File: config.mk
export PLATFORM = sky130hd
export DESIGN_NAME = dmg_irq_ctrl
export DESIGN_NICKNAME = d
export VERILOG_FILES = /design/src/rtl/dmg_irq_ctrl.sv
export SDC_FILE = /design/constraint.sdc
export NUM_CORES = 1
export LEC_CHECK = 0
export CAP_MARGIN = 10
export CELL_PAD_IN_SITES_DETAIL_PLACEMENT = 0
export CELL_PAD_IN_SITES_GLOBAL_PLACEMENT = 1
export CORE_UTILIZATION = 18
export DETAILED_ROUTE_END_ITERATION = 8
export GPL_TIMING_DRIVEN = 0
export PLACE_DENSITY = 0.83
export SLEW_MARGIN = 15
export SYNTH_ARGS = -nofsm -noshare
export SYNTH_HDL_FRONTEND = slang
export SYNTH_SLANG_ARGS = --single-unit
File: constraint.sdc
create_clock -name CLK -period 1.3 [get_ports CLK]
set_input_delay 0.195 -clock CLK [delete_from_list [all_inputs] [get_ports CLK]]
set_output_delay 0.195 -clock CLK [all_outputs]
set_load 0.02 [all_outputs]
File: src/rtl/dmg_irq_ctrl.sv
// Interrupt flag (IF) controller for the SM83 core: request edge capture, ack clear, IF MMIO access.
// Define IRQ_SYNC_EN to add a two-flop synchronizer on every IRQ_REQ line (for asynchronous sources).
module dmg_irq_ctrl #(
    parameter int          NUM_IRQ = 5,
    parameter logic [15:0] IF_ADDR = 16'hFF0F
) (
    input  logic               CLK,
    input  logic               RESET,
    input  logic [NUM_IRQ-1:0] IRQ_REQ,
    input  logic [15:0]        A,
    input  logic [7:0]         D_IN,
    output logic [7:0]         D_OUT,
    output logic               D_OE,
    input  logic               RD,
    input  logic               WR,
    input  logic               MMIO_REQ,
    output logic [7:0]         CPU_IRQ_TRIG,
    input  logic [7:0]         CPU_IRQ_ACK
);

    logic [NUM_IRQ-1:0] req_p0;

`ifdef IRQ_SYNC_EN
    logic [NUM_IRQ-1:0] sync_p0;
    logic [NUM_IRQ-1:0] sync_p1;

    // Synchronizer resets to ones so a line already high at release looks like "no edge"
    always_ff @(posedge CLK or posedge RESET) begin
        if (RESET) begin
            sync_p0 <= '1;
            sync_p1 <= '1;
        end else begin
            sync_p0 <= IRQ_REQ;
            sync_p1 <= sync_p0;
        end
    end

    assign req_p0 = sync_p1;
`else
    assign req_p0 = IRQ_REQ;
`endif

    logic [NUM_IRQ-1:0] prev_p1;
    logic [NUM_IRQ-1:0] if_p1;
    logic [NUM_IRQ-1:0] rise;
    logic [NUM_IRQ-1:0] ack;
    logic [NUM_IRQ-1:0] if_nxt;
    logic               hit;
    logic               wr_hit;
    logic [7:0]         trig;
    logic [7:0]         dout;
    logic               unused_ok;

    assign hit    = MMIO_REQ && (A == IF_ADDR);
    assign wr_hit = WR && hit;
    assign rise   = req_p0 & ~prev_p1;
    assign ack    = CPU_IRQ_ACK[NUM_IRQ-1:0];

    // Upper D_IN / ACK bits have no flag behind them
    assign unused_ok = ^{D_IN, CPU_IRQ_ACK};

    // Per-bit priority, lowest first: ack clear, then MMIO write, then a new edge always wins
    function automatic logic [NUM_IRQ-1:0] next_flags(
        input logic [NUM_IRQ-1:0] cur,
        input logic [NUM_IRQ-1:0] rise_i,
        input logic [NUM_IRQ-1:0] ack_i,
        input logic [NUM_IRQ-1:0] wdata,
        input logic               wr_i
    );
        logic [NUM_IRQ-1:0] f;
        f = cur & ~ack_i;
        if (wr_i) begin
            f = wdata;
        end
        return f | rise_i;
    endfunction

    assign if_nxt = next_flags(if_p1, rise, ack, D_IN[NUM_IRQ-1:0], wr_hit);

    // Edge-detect / flag stage
    always_ff @(posedge CLK or posedge RESET) begin
        if (RESET) begin
            prev_p1 <= '1;
            if_p1   <= '0;
        end else begin
            prev_p1 <= req_p0;
            if_p1   <= if_nxt;
        end
    end

    always_comb begin
        trig                = '0;
        trig[NUM_IRQ-1:0]   = if_p1;
        dout                = '1;
        dout[NUM_IRQ-1:0]   = if_p1;
    end

    assign CPU_IRQ_TRIG = trig;
    assign D_OUT        = dout;
    assign D_OE         = RD && hit;

endmodule

# Word level (Yosys, flattened, before mapping)
# Cells that the tools add are included.
[word_totals]
regBits = 10
inputBits = 42
output_inout_bits = 17
wordCells = 12
[op_classes]
eq_ne = 1
n_mux = 1
bitwise_logic = 5
n_reduce_logical = 3
[ops]
columns = ["cell", "n"]
rows = [
  ["16-bit == test, second input constant", 1],
  ["5-bit bitwise AND", 2],
  ["5-bit inverter", 2],
  ["5-bit two-way mux", 1],
  ["5-bit bitwise OR", 1],
  ["1-bit logical AND", 3],
]

# Depth between registers and ports, before layout
# Gate-level depths: netlist of the first run.
[depth]
depth_word = 5
mapped_depth = 5
depth_no_buf = 4

# Least setup slack after synthesis of the first run
# No wires, ideal clock.
[synth_timing]
path_kind = "input to output"
start = "input A[5]"
end = "output D_OE"
t_arrival_ns = 1.049
required_ns = 1.105
path_slack_ns = 0.056
path_stages = 4
path_buffers = 1
path_cell_list = "nor4bb_1 -> and4bb_1 -> buf_6 -> and3_1"
[synth_between]
elab_chain_len = 3
[synth_rtl]
columns = ["item", "line_no", "text"]
rows = [
  ["from (decl)", "10", "input logic [15:0] A,"],
  ["16-bit == test", "54", "assign hit = MMIO_REQ && (A == IF_ADDR);"],
  ["1-bit logical AND", "54", ""],
  ["1-bit logical AND", "100", "assign D_OE = RD && hit;"],
  ["to (decl)", "13", "output logic D_OE,"],
]
# Every way passes these cells.

# Final worst setup path of the first run
[layout_timing]
start = "input A[4]"
end = "output D_OE"
# Same word-level chain as after synthesis.

==> flow_summary.toml, run 1 <==
[routing]
final_antenna_net_count = 0
wl_met3_microns = 182
wl_microns = 1680
dr.pass1.iters = 3
drc = 0
via_per_inst = 3.83
wl_met2_microns = 912
wl_per_cell_microns = 10.5
routed.top_layer = "met3"
wl_met1_microns = 588
drtIter0Drc = 6
num_vias = 613

[synthesis]
synth_area_sq_um = 578
yosysSeqAreaShare_pct = 44.4
ys_ff_latch = 10
ys_types = 16
avgSynthCellArea_sq_um = 9.80
synth_warnings = 0
netlist_instances = 59

[layout]
fillers = 321
layout_common_cells = "clkdlybuf4s50_1 (17), buf_4 (16), dlygate4sd2_1 (14), nand4_1 (7)"
fin_nets = 159
area_growth_pct = 99.6
diodes = 0
drive_above_1_share_pct = 29.3
multi_input_area_sq_um = 226
final_core_util_pct = 37.8
layout_commonest_cell = "clkdlybuf4s50_1"
area.sequential_sq_um = 256

[sta]
hold_violations = 0
min_period_ns = 1.38
clock_skew_ns = 0.00632
drv_slew = 0
finalWorstSetupSlack_ns = -0.0832
setup_viol = 1
finalCritPeriodShare_pct = 106
rsz0062_at_grt = "yes"
fmax_ghz = 0.723

[worst_setup_path]
critPathLaunchType = "input pin"
worstPathMaxFanout = 2
path_common_cell = "buf_6"
critPathMaxStageDelay_ns = 0.27
cp_cell_sequence = "buf_6, nor4bb_2, and4bb_1, buf_6, and3_4, buf_6"
slowest_stage = "and4bb_1"
end_kind = "output pin"
critical_path_class = "in2out"
critPathArrivalTime_ns = 1.19
critical_path_buf_inv_count = 3
cp.required_ns = 1.11
crit_family = "simple AND/OR/NAND/NOR gates"

[clock_tree]
clkTransAtPathRegs_ns = 0.06
clock_sinks = 10
numCtsBuffers = 3
clockBufferDepth = 2
cts-root-buf = "clkbuf_4"
clkLatencyLatePin_ns = 0.26
cts_tree = "yes"
htree_levels = 1

[worst_hold_path]
hp-class = "in2async"

[global_route]
grt_pass1_vias = 622
grt_overflow = 0
antenna_found_initial = 0
grt_pass1_wl_microns = 2550
grt_usage_pct = 9.88
grt_max_degree = 11

[floorplan]
die_x_microns = 58.7
die-area_sq_um = 3440
num_rows = 20
die_h_microns = 58.7
ios = 59
coreArea_sq_um = 3050
start_util_pct = 18.9

[pwr]
p_sw_mw = 0.215
clockPowerShare_pct = 25.7
p_int_mw = 0.609
swShare_pct = 26.1
p_leak_nw = 0.568
seq_power_share_pct = 42.6
comb_power_share_pct = 31.8
ir_drop_mv = 0.494
p_per_area_nw_per_um2 = 714

[placed_design]
gp_congestion = 0.740
dp_slack_ns = -0.953
dp_hpwl_microns = 1340
port_buffers = 45

[run_status]
status = "finished with violations"
violations = "negative setup slack"

[run]
maxCapViolations = 0
==> metrics by stage <==
step	power (mW)	cells	area [sq um]	TNS [ns]	hold WS, ns
floorplan	0.479	63	593	0	0.0316
global placement	0.643	152	1100	-2.46	0.482
detailed placement	0.650	152	1100	-2.70	0.487
CTS	0.838	160	1150	-0.233	0.203
global route	0.879	160	1150	-0.147	0.227
finish	0.824	160	1150	-0.0832	0.201
==> power by group through the flow <==
stage / clock, mW / sequential, mW / combinational (mW)
final: 0.212 / 0.350 / 0.262
after detailed placement: 0 / 0.357 / 0.293
after global routing: 0.243 / 0.354 / 0.282
after CTS: 0.224 / 0.351 / 0.263
after global placement: 0 / 0.356 / 0.287
after floorplan: 0 / 0.373 / 0.106
==> worst reg2reg max path: stages, from the launching register on <==
cell and delay [ns]:
dfrtp_1 0.37, inv_1 0.05, a311o_1 0.32, nand3_1 0.07
==> flip-flops by register name, summed over array words and instances, names as in the netlist <==
name and count:
if_p1 5, prev_p1 5
==> cell usage after synthesis, drive strengths merged <==
cell type / instances / share of area, %
buf: 14 / 18
nand4: 7 / 7.6
inv: 6 / 3.9
a311o: 5 / 8.7
dfrtp: 5 / 22
dfstp: 5 / 23
nand2b: 5 / 5.4
nand3: 5 / 4.3
conb: 2 / 1.3
and3: 1 / 1.1
and4bb: 1 / 2.2
nand2: 1 / 0.65
nor3: 1 / 0.86
nor4bb: 1 / 1.7
==> layout make-up <==
class	count	area share, %
timing repair buffer	49	39.9
sequential	10	22.2
multi-input combinational	33	19.6
buffer	14	9.22
tap	44	4.77
clock buffer	4	2.28
inverter	6	1.95
==> cell families (layout without fill, tap and decap cells) <==
logic type / after synthesis / after routing / share of synthesized area (%)
simple gates: 22 / 22 / 23.8
buf+inv: 20 / 73 / 21.9
flops: 10 / 10 / 44.4
compound gates: 5 / 5 / 8.66
other cells: 2 / 6 / 1.30
==> per-layer routing <==
layer,GRT usage [%],vias to the layer above
met5,0,-
met2,20.7,29
met3,3.96,0
met4,1.02,0
met1,8.99,279
li1,-,305
==> timing repair <==
action                     in CTS  in global routing
buffers inserted                4                  1
setup endpoints to repair      15                  9
gates cloned                    0                  0
hold buffers                    0                  0
gates resized for setup        36                 16
pin swaps                       7                  6
==> path summary, 6_finish.rpt <==
path                       startpoint  slack [ns]    endpoint  depth (start not counted)
setup / recovery                 A[4]       -0.08        D_OE                          6
hold / removal                  RESET        0.20    if_p1[4]                          2
setup reg to reg             if_p1[0]        0.44    if_p1[0]                          3
hold reg to reg            prev_p1[4]        0.58    if_p1[4]                          2
max in group asynchronous       RESET        0.79  prev_p1[0]                          2
min in group CLK                   WR        0.30    if_p1[4]                          3
(Power assumes the default switching activity.)
==> run 2, diff against run 1 <==
==> constraint.sdc (replaced) <==
create_clock -name CLK -period 1.3 [get_ports CLK]
set_input_delay 0.13 -clock CLK [delete_from_list [all_inputs] [get_ports CLK]]
set_output_delay 0.13 -clock CLK [all_outputs]
set_load 0.02 [all_outputs]
==> flow_summary.toml, run 2 (synthesis results as in run 1) <==
[run_status]
status = "finished clean"

[sta]
fin_setup_tns_ns = 0
rsz0062_at_grt = "no"
clock_skew_ns = 0.00588
setup_viol = 0
whs_ns = 0.134
min_period_ns = 1.26
fmax_ghz = 0.791
drv_slew = 0
hold_violations = 0
finalCritPeriodShare_pct = 97.2

[pwr]
comb_power_share_pct = 32.0
p_leak_nw = 0.606
p_total_mw = 0.825
swShare_pct = 25.9
seq_power_share_pct = 42.5
p_int_mw = 0.612
p_sw_mw = 0.214
ir_drop_mv = 0.493
clockPowerShare_pct = 25.6
p_per_area_nw_per_um2 = 714

[floorplan]
num_rows = 20
start_util_pct = 18.9
die_h_microns = 58.7
die-area_sq_um = 3440
coreArea_sq_um = 3050
ios = 59
die_x_microns = 58.7

[clock_tree]
clkLatencyLatePin_ns = 0.26
clockBufferDepth = 2
htree_levels = 1
cts-root-buf = "clkbuf_4"
numCtsBuffers = 3
clkTransAtPathRegs_ns = 0.06
cts_tree = "yes"
clock_sinks = 10

[placed_design]
gp_congestion = 0.740
dp_hpwl_microns = 1340
dpl-instance-area_sq_um = 1100
port_buffers = 45

[worst_setup_path]
critPathArrivalTime_ns = 1.13
cp_cell_sequence = "clkdlybuf4s50_1, and4bb_1, and3_4, buf_6"
slowest_stage = "clkdlybuf4s50_1"
critPathMaxStageDelay_ns = 0.44
critical_path_class = "in2out"
r2r_start = "if_p1[0]"
end_kind = "output pin"
reg2reg_depth = 3
worstPathMaxFanout = 3
cp.required_ns = 1.17
critPathLaunchType = "input pin"
startpoint = "A[8]"

[layout]
drive_above_1_share_pct = 26.3
diodes = 0
area_growth_pct = 100
fin_nets = 157
area.sequential_sq_um = 256
largestRegisters = "if_p1 (5), prev_p1 (5)"
layout_common_cells = "clkdlybuf4s50_1 (19), buf_4 (15), dlygate4sd2_1 (12), dlymetal6s2s_1 (10), nand4_1 (7)"
fillers = 317
multi_input_area_sq_um = 226
finalInstanceArea_sq_um = 1160
layout_commonest_cell = "clkdlybuf4s50_1"

[routing]
num_vias = 609
final_antenna_net_count = 0
drc = 0
wl_per_cell_microns = 10.7
via_per_inst = 3.85
drtIter0Drc = 3
wl_microns = 1700
dr.pass1.iters = 3

[run]
maxCapViolations = 0

[global_route]
grt_pass1_wl_microns = 2530
grt_max_degree = 11
grt_overflow = 0
grt_usage_pct = 9.79
grt_pass1_vias = 628
antenna_found_initial = 0

[worst_hold_path]
hp-class = "in2async"
run 2: metrics by stage:
| stage | utilization [%] | worst slack (ns) | instances |
|---|---|---|---|
| detailed placement | 36.0 | -0.823 | 152 |
| global placement | 36.0 | -0.800 | 152 |
| floorplan | - | 0.186 | 63 |
| CTS | 37.4 | -0.171 | 159 |
| global route | 37.9 | 0.000388 | 158 |
| finish | 37.9 | 0.0364 | 158 |
run 2: worst paths after layout:
check	end	slack (ns)
worst min register to register	if_p1[4]	0.58
worst max register to register	if_p1[0]	0.44
min in group CLK	if_p1[4]	0.23
worst min-delay path	if_p1[4]	0.13
max in group asynchronous	prev_p1[0]	0.86
worst max-delay path	D_OE	0.04
run 2: timing repair:
item	CTS	global route
hold buffers	0	0
pin swaps	3	7
cloned	0	0
resized for setup	24	16
setup buffers	3	0
endpoints found under the setup margin	15	6
run 2: metal layers:
| metal | share of wire, % | GRT usage [%] |
|---|---|---|
| met1 | 35 | 8.72 |
| met5 | 0 | 0 |
| met2 | 55 | 20.4 |
| met4 | 0 | 1.70 |
| met3 | 10 | 3.96 |
run 2: final cells by class:
class | instances | area share (%)
timing repair buffer | 48 | 41.0
sequential | 10 | 22.2
multi-input combinational | 33 | 19.6
buffer | 13 | 8.23
tap | 44 | 4.76
clock buffer | 4 | 2.27
inverter | 6 | 1.95
run 2: worst max-delay path, delay by kind of cell:
family / cells / cell delay (ns)
and+or+nand+nor: 2 / 0.45
buffers and inverters: 2 / 0.55
run 2: power by group through the flow:
stage	combinational, mW	clock (mW)	sequential, mW
2_1_floorplan	0.106	0	0.373
3_3_place_gp	0.287	0	0.356
3_5_place_dp	0.293	0	0.357
4_1_cts	0.269	0.224	0.351
5_1_grt	0.284	0.243	0.354
6_report	0.264	0.211	0.350
